===== src/rtl/dot_product_pkg.sv =====
// Shared types and constants for the dot-product feeder and its downstream
// element-stream accumulator.
package dot_product_pkg;

    localparam int DEF_WIDTH = 8;
    localparam int DEF_N     = 4;

    typedef enum logic [1:0] {
        S_IDLE,
        S_STREAM,
        S_GAP,
        S_WAIT_RES
    } state_t;

    function automatic int res_width(input int w, input int n);
        return 2 * w + $clog2(n);
    endfunction

    localparam int RES_W = res_width(DEF_WIDTH, DEF_N);

endpackage


===== src/rtl/dot_product_feeder_if.sv =====
// Vector-in / element-out bundle between an upstream source, the feeder
// and the downstream dot-product unit.
interface dot_product_feeder_if
    import dot_product_pkg::*;
#(
    parameter int WIDTH = DEF_WIDTH,
    parameter int N     = DEF_N
);
    logic               vec_valid;
    logic               vec_ready;
    logic [WIDTH*N-1:0] a_flat;
    logic [WIDTH*N-1:0] b_flat;
    logic               result_valid;
    logic               input_valid;
    logic [WIDTH-1:0]   A_vec;
    logic [WIDTH-1:0]   B_vec;
    logic               busy;
    logic               timeout_err;

    modport master (
        output vec_valid, a_flat, b_flat, result_valid,
        input  vec_ready, input_valid, A_vec, B_vec, busy, timeout_err
    );

    modport slave (
        input  vec_valid, a_flat, b_flat, result_valid,
        output vec_ready, input_valid, A_vec, B_vec, busy, timeout_err
    );
endinterface


===== src/rtl/vec_fifo2.sv =====
// Two-entry vector FIFO; ready is registered so it never depends on a
// same-cycle pop.
module vec_fifo2 #(
    parameter int DW = 64
) (
    input  logic          clk,
    input  logic          rst_n,
    input  logic          push,
    input  logic [DW-1:0] din,
    input  logic          pop,
    output logic [DW-1:0] dout,
    output logic          empty,
    output logic          ready
);
    logic [DW-1:0] mem [2];
    logic          wp;
    logic          rp;
    logic [1:0]    cnt;
    logic [1:0]    cnt_n;

    always_comb begin
        cnt_n = cnt + {1'b0, push} - {1'b0, pop};
    end

    always_ff @(posedge clk or negedge rst_n) begin
        if (!rst_n) begin
            wp    <= 1'b0;
            rp    <= 1'b0;
            cnt   <= 2'd0;
            ready <= 1'b0;
        end else begin
            if (push) wp <= ~wp;
            if (pop)  rp <= ~rp;
            cnt   <= cnt_n;
            ready <= (cnt_n != 2'd2);
        end
    end

    always_ff @(posedge clk) begin
        if (push) mem[wp] <= din;
    end

    assign dout  = mem[rp];
    assign empty = (cnt == 2'd0);
endmodule


===== src/rtl/dot_product_feeder.sv =====
// Buffers whole A/B vectors and serialises them element by element into a
// streaming dot-product unit, with optional result handshake and timeout.
module dot_product_feeder
    import dot_product_pkg::*;
#(
    parameter int WIDTH       = DEF_WIDTH,
    parameter int N           = DEF_N,
    parameter int GAP         = 1,
    parameter int WAIT_RESULT = 0,
    parameter int TIMEOUT     = N + 8
) (
    input logic clk,
    input logic rst_n,
    dot_product_feeder_if.slave bus
);
    localparam int VW = WIDTH * N;
    localparam int DW = 2 * VW;
    localparam int IW = $clog2(N);
    localparam int GW = $clog2(GAP + 1);
    localparam int TW = $clog2(TIMEOUT + 1);

    state_t         state, state_n;
    logic [IW-1:0]  idx, idx_n;
    logic [GW-1:0]  gap_cnt, gap_n;
    logic [TW-1:0]  to_cnt, to_n;
    logic           early, early_n;
    logic           terr, terr_n;
    logic [DW-1:0]  cur, cur_n;
    logic           iv, iv_n;
    logic [WIDTH-1:0] a_q, a_n;
    logic [WIDTH-1:0] b_q, b_n;
    logic           start;
    logic           pop;
    logic           push;
    logic           empty;
    logic           fifo_ready;
    logic [DW-1:0]  head;

    assign push = bus.vec_valid && fifo_ready;

    vec_fifo2 #(.DW(DW)) u_fifo (
        .clk   (clk),
        .rst_n (rst_n),
        .push  (push),
        .din   ({bus.b_flat, bus.a_flat}),
        .pop   (pop),
        .dout  (head),
        .empty (empty),
        .ready (fifo_ready)
    );

    always_comb begin
        state_n = state;
        idx_n   = idx;
        gap_n   = gap_cnt;
        to_n    = to_cnt;
        early_n = early;
        terr_n  = terr;
        cur_n   = cur;
        iv_n    = 1'b0;
        a_n     = '0;
        b_n     = '0;
        start   = 1'b0;
        pop     = 1'b0;

        // a result that beats WAIT_RES is remembered so the wait is skipped
        if (bus.result_valid && (state == S_STREAM || state == S_GAP))
            early_n = 1'b1;

        unique case (state)
            S_IDLE: begin
                start = !empty;
            end
            S_STREAM: begin
                if (idx == IW'(N - 1)) begin
                    state_n = S_GAP;
                    gap_n   = '0;
                end else begin
                    idx_n = idx + IW'(1);
                    iv_n  = 1'b1;
                    a_n   = cur[int'(idx_n) * WIDTH +: WIDTH];
                    b_n   = cur[VW + int'(idx_n) * WIDTH +: WIDTH];
                end
            end
            S_GAP: begin
                if (gap_cnt == GW'(GAP - 1)) begin
                    if (WAIT_RESULT != 0) begin
                        state_n = S_WAIT_RES;
                        to_n    = '0;
                    end else begin
                        state_n = S_IDLE;
                        start   = !empty;
                    end
                end else begin
                    gap_n = gap_cnt + GW'(1);
                end
            end
            S_WAIT_RES: begin
                if (bus.result_valid || early) begin
                    early_n = 1'b0;
                    state_n = S_IDLE;
                    start   = !empty;
                end else if (to_cnt == TW'(TIMEOUT - 1)) begin
                    early_n = 1'b0;
                    terr_n  = 1'b1;
                    state_n = S_IDLE;
                end else begin
                    to_n = to_cnt + TW'(1);
                end
            end
            default: state_n = S_IDLE;
        endcase

        // element 0 comes straight from the FIFO head so no cycle is lost
        if (start) begin
            pop     = 1'b1;
            cur_n   = head;
            state_n = S_STREAM;
            idx_n   = '0;
            iv_n    = 1'b1;
            a_n     = head[0 +: WIDTH];
            b_n     = head[VW +: WIDTH];
        end
    end

    always_ff @(posedge clk or negedge rst_n) begin
        if (!rst_n) begin
            state   <= S_IDLE;
            idx     <= '0;
            gap_cnt <= '0;
            to_cnt  <= '0;
            early   <= 1'b0;
            terr    <= 1'b0;
            cur     <= '0;
            iv      <= 1'b0;
            a_q     <= '0;
            b_q     <= '0;
        end else begin
            state   <= state_n;
            idx     <= idx_n;
            gap_cnt <= gap_n;
            to_cnt  <= to_n;
            early   <= early_n;
            terr    <= terr_n;
            cur     <= cur_n;
            iv      <= iv_n;
            a_q     <= a_n;
            b_q     <= b_n;
        end
    end

    assign bus.vec_ready   = fifo_ready;
    assign bus.input_valid = iv;
    assign bus.A_vec       = a_q;
    assign bus.B_vec       = b_q;
    assign bus.busy        = (state != S_IDLE) || !empty;
    assign bus.timeout_err = terr;
endmodule


===== src/flat_wrapper.sv =====
// flat-port wrapper written by rule: the top's interface ports become plain ports
module dot_product_feeder_flat import dot_product_pkg::*;
#(
    parameter int WIDTH       = DEF_WIDTH,
    parameter int N           = DEF_N,
    parameter int GAP         = 1,
    parameter int WAIT_RESULT = 0,
    parameter int TIMEOUT     = N + 8
)
  (clk, rst_n, bus_vec_valid, bus_a_flat, bus_b_flat, bus_result_valid, bus_vec_ready, bus_input_valid, bus_A_vec, bus_B_vec, bus_busy, bus_timeout_err);
  dot_product_feeder_if #(.WIDTH(WIDTH), .N(N)) bus_i ();
  input logic clk;
  input logic rst_n;
  input wire logic [$bits(bus_i.vec_valid)-1:0] bus_vec_valid;
  input wire logic [$bits(bus_i.a_flat)-1:0] bus_a_flat;
  input wire logic [$bits(bus_i.b_flat)-1:0] bus_b_flat;
  input wire logic [$bits(bus_i.result_valid)-1:0] bus_result_valid;
  output wire logic [$bits(bus_i.vec_ready)-1:0] bus_vec_ready;
  output wire logic [$bits(bus_i.input_valid)-1:0] bus_input_valid;
  output wire logic [$bits(bus_i.A_vec)-1:0] bus_A_vec;
  output wire logic [$bits(bus_i.B_vec)-1:0] bus_B_vec;
  output wire logic [$bits(bus_i.busy)-1:0] bus_busy;
  output wire logic [$bits(bus_i.timeout_err)-1:0] bus_timeout_err;
  assign bus_i.vec_valid = bus_vec_valid;
  assign bus_i.a_flat = bus_a_flat;
  assign bus_i.b_flat = bus_b_flat;
  assign bus_i.result_valid = bus_result_valid;
  assign bus_vec_ready = bus_i.vec_ready;
  assign bus_input_valid = bus_i.input_valid;
  assign bus_A_vec = bus_i.A_vec;
  assign bus_B_vec = bus_i.B_vec;
  assign bus_busy = bus_i.busy;
  assign bus_timeout_err = bus_i.timeout_err;
  dot_product_feeder #(.WIDTH(WIDTH), .N(N), .GAP(GAP), .WAIT_RESULT(WAIT_RESULT), .TIMEOUT(TIMEOUT)) u_core (.clk(clk), .rst_n(rst_n), .bus(bus_i));
endmodule

===== config.mk =====
export PLATFORM = sky130hd
export DESIGN_NAME = dot_product_feeder_flat
export DESIGN_NICKNAME = d
export VERILOG_FILES = /design/src/rtl/dot_product_pkg.sv /design/src/rtl/dot_product_feeder_if.sv /design/src/rtl/vec_fifo2.sv /design/src/rtl/dot_product_feeder.sv /design/src/flat_wrapper.sv
export SDC_FILE = /design/constraint.sdc
export NUM_CORES = 1
export LEC_CHECK = 0
export CORE_MARGIN = 2
export CORE_UTILIZATION = 53
export CTS_BUF_LIST = sky130_fd_sc_hd__clkbuf_8
export DETAILED_ROUTE_END_ITERATION = 10
export PLACE_DENSITY = 0.79
export SLEW_MARGIN = 5
export SYNTH_ARGS = -nofsm -noshare
export SYNTH_HDL_FRONTEND = slang
export SYNTH_SLANG_ARGS = --single-unit
export TNS_END_PERCENT = 5

===== constraint.sdc =====
create_clock -name clk -period 3.7 [get_ports clk]
set_input_delay 0.37 -clock clk [delete_from_list [all_inputs] [get_ports clk]]
set_output_delay 0.37 -clock clk [all_outputs]
set_load 0.02 [all_outputs]

Word level (Yosys, flattened, before mapping)
Memory sizes are Yosys's and may differ from the RTL's.
Index checks and enable logic that the tools add are counted.

storage, ports and cells
  bits in registers = 97
  RAM bits = 128
  input port bits = 68
  output and inout port bits = 20
  word-level logic and storage cells = 86
  memories = 1

operators by class
  $add $sub $neg = 6
  equal/unequal tests = 11
  shift operators = 2
  mux-type cells = 31
  bitwise logic cells = 4
  reduce and logical (&&, ||, !) cells = 17

memories
  name               words  bits a word  read ports  clocked after Yosys merged registers in  write ports  RTL line         source
  u_core.u_fifo.mem  2      64           1           0                                        1            vec_fifo2.sv:15  logic [DW-1:0] mem [2];

operator list
  kind                   number
  $shiftx A64 B32 Y8     1
  $shiftx A64 B6 Y8      1
  $mux W8                6
  $mux W2                8
  $mux W1                14
  $add A6 B5 Y7 const A  1
  $eq A2 B2 Y1 const B   3
  $pmux W2 S3            1
  $reduce_and A3 Y1      2
  $reduce_bool A2 Y1     3
  $add A4 B1 Y4 const B  1
  $eq A4 B4 Y1 const B   1
  $logic_not A2 Y1       2
  $ne A2 B2 Y1 const B   2
  $ne A4 B1 Y1 const B   1
  $not A1 Y1             4
  $reduce_and A2 Y1      2
  $reduce_and A4 Y1      1
  $reduce_bool A4 Y1     1
  $logic_or A1 B1 Y1     3
  $ne A3 B2 Y1 const B   1
  $ne A3 B3 Y1 const B   1
  $pmux W1 S3            1
  $add A2 B1 Y2          1
  other kinds (8)        9

Logic depth before layout (Yosys ltp)
  depth after elaboration = 7
  mapped depth = 12
  gate-level depth less buffers = 9

Cells and area by module
From an unflattened synthesis, not the netlist that was laid out.

second synthesis, totals
  cells, all modules = 464
  area total of the unflattened synthesis = 8967.4 µm²

modules (own cells, without submodules)
  module              times used  cells each  area each (µm²)  sequential area each (µm²)
  vec_fifo2           1           218         5053.6           3968.8
  dot_product_feeder  1           246         3913.8           2277.2

Worst setup path before layout
OpenSTA, ideal clock, no wires.

  path type = register to register
  start point = reg u_core.u_fifo.ready
  end point = mem u_core.u_fifo.mem[0][0] (enable)
  library setup time = 0.487 ns
  data arrival time = 3.306 ns
  data required time = 3.213 ns
  slack = -0.093 ns
  cell stages (with the launch flop) = 3
  path buffers = 0
  clock period less this slack = 3.793 ns
  cells stage by stage = dfrtp_1 -> nand2_1 -> nor2_1

on the way
  word-level cells in the longest chain between the ends = 3

RTL lines
  element                        RTL line                  source
  from (decl)                    vec_fifo2.sv:13           output logic ready
  from (signal assigned)         vec_fifo2.sv:35           ready <= (cnt_n != 2'd2);
  $logic_and A1 B1 Y1            dot_product_feeder.sv:39  assign push = bus.vec_valid && fifo_ready;
  $mux W1                        vec_fifo2.sv:40           if (push) mem[wp] <= din;
  $mux W1 (not written as such)  vec_fifo2.sv:40
  to (decl)                      vec_fifo2.sv:15

Every way passes these cells.

Worst setup path in the final report
  start point = reg u_core.state[1]
  end point = out bus_busy

on the way
  word-level cells in the longest chain between the ends = 2

RTL lines
  element                 RTL line                   source
  from (decl)             dot_product_feeder.sv:22   state_t state, state_n;
  from (signal assigned)  dot_product_feeder.sv:139  state <= state_n;
  $reduce_bool A2 Y1      dot_product_feeder.sv:156  assign bus.busy = (state != S_IDLE) || !empty;
  $logic_or A1 B1 Y1      dot_product_feeder.sv:156
  to (decl)               flat_wrapper.sv:22         output wire logic [$bits(bus_i.busy)-1:0] bus_busy;

Every way passes these cells.

==> out/results.tsv <==
metric	value	unit
gp_congestion	0.709	
crit_fanout	6	
ff2ff_path_depth	6	
overflow	0	
synthAdderAreaFrac	0.998	%
die_area	17600	µm²
clk_latency	0.51	ns
synth_compound_area_share	2.02	%
placed_cells	787	
hold_buffers	0	
nets	680	
wirelength	15.6	mm
grt_pass1_wl	24.9	mm
fin_crit_sh	63.8	%
r2r-start	u_core.state[1]	
rows	47	
antenna_found_initial	0	
worstMarginPinSlew	1.03	ns
power_leakage	4.05	nW
drc	0	
htree_levels	2	
criticalPathCategory	flop to output pin	
synth-seq-area-share	71.1	%
synthToLayoutAreaGrowth	20.1	%
cts_tree	done	
syn-num-nets	571	
cap_violations	0	
via_per_inst	5.25	
layoutNonFillerInstCount	851	
ys_top_cells_by_area	edfxtp_1, dfrtp_1, mux2_2	
dp_hpwl	9.41	mm
post_synth_mux_area_share	20.6	%
cts_buffer_depth	3	
core	16400	µm²
r2r_slack	1.38	ns
cp.arrival	1.99	ns
fin_ws	1.34	ns
synthTopCellsByCount	edfxtp_1, mux2_2, dfrtp_1, mux2i_1, nand2_1	
avgRoutedWirePerCell	18.4	µm
slowest_delay	0.60	ns
rsz0062_at_grt	no	
yosysUniqueCellTypes	33	
max-vdd-ir-drop	0.000540	V
cts-buffers-inserted	36	
synth_area	8780	µm²
num_vias	4465	
hold_viol	0	
skew	0.0225	ns
hold_class	input port to asynchronous set/reset pin	
yosys.area.top_type	edfxtp_1	
critPathRequiredTime	3.33	ns
clkSlewWorstSetupHoldPaths	0.06	ns
outcome	completed	
async_reset_ff_share	42.9	%
synth_most_common_cell	edfxtp_1	
slew_headroom	30.9	%
drive_above_1_share	27.7	%
ant_nets	0	
path_delay_family	buffers and inverters	
synth-simple-area-share	1.97	%
synth_xor_area_share	0.698	%
grt_pass1_vias	4754	
crit_buf_inv	2	
synth_top_family_by_area	multiplexers	
top_level_ports	88	
synth_edf_count	128	
post_cts_resized	0	
grt_max_degree	82	
layout_min_cycle_time	2.36	ns
n_antenna_cell	0	
clock-sinks	224	
slew_violations	0	
yosys_register_bits	224	
syn-instance-count	496	
first_pass_iters	4	
finalSetupTns	0	ns
ys_warn_count	0	
worstReg2RegEnd	u_core.cur[40]	
synth_top_area_share	43.8	%
root_buffer	clkbuf_8	
cts_setup_buffers	0	
drt_iter0_markers	321	
crit_path_cell_trace	inv_1, ha_1, nand2_1, clkdlybuf4s50_1	
end_kind	output pin	
finalSetupViolCount	0	
cp_slowest_cell	clkdlybuf4s50_1	
powerDensity	864	nW/µm²
start_util	53.5	%
die_h	133	µm
synthFlopType	edfxtp_1	
fmax	424	MHz
dp_slack	1.29	ns
grt_usage	18.2	%
port_buffers	87	
die_w	133	µm
syn_avg_cell_area	17.7	µm²
startpoint_type	flop	
worst max-delay path by stage:
| stage | startpoint | end | slack (ns) | depth (start not counted) |
|---|---|---|---|---|
| after floorplan | u_core.u_fifo.ready | u_core.u_fifo.mem[0][0] | 0.98 | 2 |
| after global placement | bus_result_valid | u_core.u_fifo.ready | 1.38 | 8 |
| after detailed placement | bus_result_valid | u_core.u_fifo.ready | 1.29 | 8 |
| after CTS | u_core.state[1] | bus_busy | 1.32 | 4 |
| after global routing | u_core.state[1] | bus_busy | 1.23 | 4 |
| final | u_core.state[1] | bus_busy | 1.34 | 4 |
area by class of cell:
class                      count  area, µm²
fill                        1116       5860
sequential                   224       6250
timing repair buffer          93        938
inverter                      20       75.1
clock buffer                  40        551
clock inverter                24        134
tap                          220        275
multi-input combinational    230       2320
metrics by stage:
step	hold slack (ns)	cell area (µm²)	total power [mW]	utilization [%]
after CTS	0.0518	10500	9.21	64.3
after floorplan	0.0744	8780	6.35	-
after global routing	0.0977	10500	9.61	64.3
after detailed placement	0.467	9860	7.19	60.1
after global placement	0.471	9860	7.00	60.1
final	0.0206	10500	9.11	64.3
worst register-to-register path, delay by kind of cell, from the launching register on:
kind / cells / cell delay [ns]
mux: 1 / 0.43
buf+inv: 2 / 0.62
flops: 1 / 0.43
fa+ha+maj: 1 / 0.23
compound gates: 2 / 0.47
cells by family after synthesis:
family,after synthesis
simple gates,39
mux,148
buf+inv,42
xor+xnor,7
fa+ha+maj,7
flops,224
compound gates,29
routing by layer:
layer / wire length, µm / track usage (%) / vias up / share of wire [%]
met3: 804 / 4.48 / 31 / 5.1
met5: 0 / 0 / - / 0
li1: - / - / 2064 / -
met1: 6580 / 23.5 / 2257 / 42
met2: 7970 / 30.4 / 113 / 51
met4: 289 / 6.09 / 0 / 1.8
registers in the layout (all words and copies together), names as in the netlist:
| register | cells |
|---|---|
| u_core.bus.timeout_err | 1 |
| u_core.early | 1 |
| u_core.bus.B_vec | 8 |
| u_core.u_fifo.wp | 1 |
| u_core.u_fifo.mem | 128 |
| u_core.idx | 2 |
| u_core.to_cnt | 4 |
| u_core.u_fifo.ready | 1 |
| u_core.u_fifo.rp | 1 |
| u_core.bus.input_valid | 1 |
| u_core.state | 2 |
| u_core.bus.A_vec | 8 |
| u_core.u_fifo.cnt | 2 |
| u_core.cur | 64 |
cells in the final DEF, fill, tap and decap left out, drive strengths merged:
| cell | Yosys | layout |
|---|---|---|
| edfxtp | 128 | 128 |
| mux2 | 98 | 98 |
| dfrtp | 96 | 96 |
| clkdlybuf4s50 | 0 | 86 |
| clkbuf | 4 | 40 |
| inv | 20 | 38 |
| mux2i | 34 | 34 |
| nand2 | 24 | 24 |
| o21ai | 19 | 19 |
| mux4 | 16 | 16 |
| xnor2 | 7 | 7 |
| ha | 7 | 7 |
| buf | 18 | 7 |
| nor2 | 6 | 6 |
| clkinv | 0 | 4 |
| nand2b | 2 | 2 |
| nor3b | 2 | 2 |
| nor2b | 2 | 2 |
| o21a | 1 | 1 |
| o21ba | 1 | 1 |
| o31a | 1 | 1 |
| o31ai | 1 | 1 |
| o311a | 1 | 1 |
| a21oi | 1 | 1 |
| and3 | 1 | 1 |
| nand3b | 1 | 1 |
| a31oi | 1 | 1 |
| o22ai | 1 | 1 |
| a221oi | 1 | 1 |
| o21bai | 1 | 1 |
| nand4 | 1 | 1 |
| clkinvlp | 0 | 1 |
| bufinv | 0 | 1 |
where the power goes:
group	switching, mW	leakage [nW]	internal (mW)
Sequential	0.497	2.34	3.54
Combinational	1.42	1.31	1.66
Clock	0.926	0.409	1.07
Total	2.84	4.05	6.27
Power figures use the tool's default switching activity.
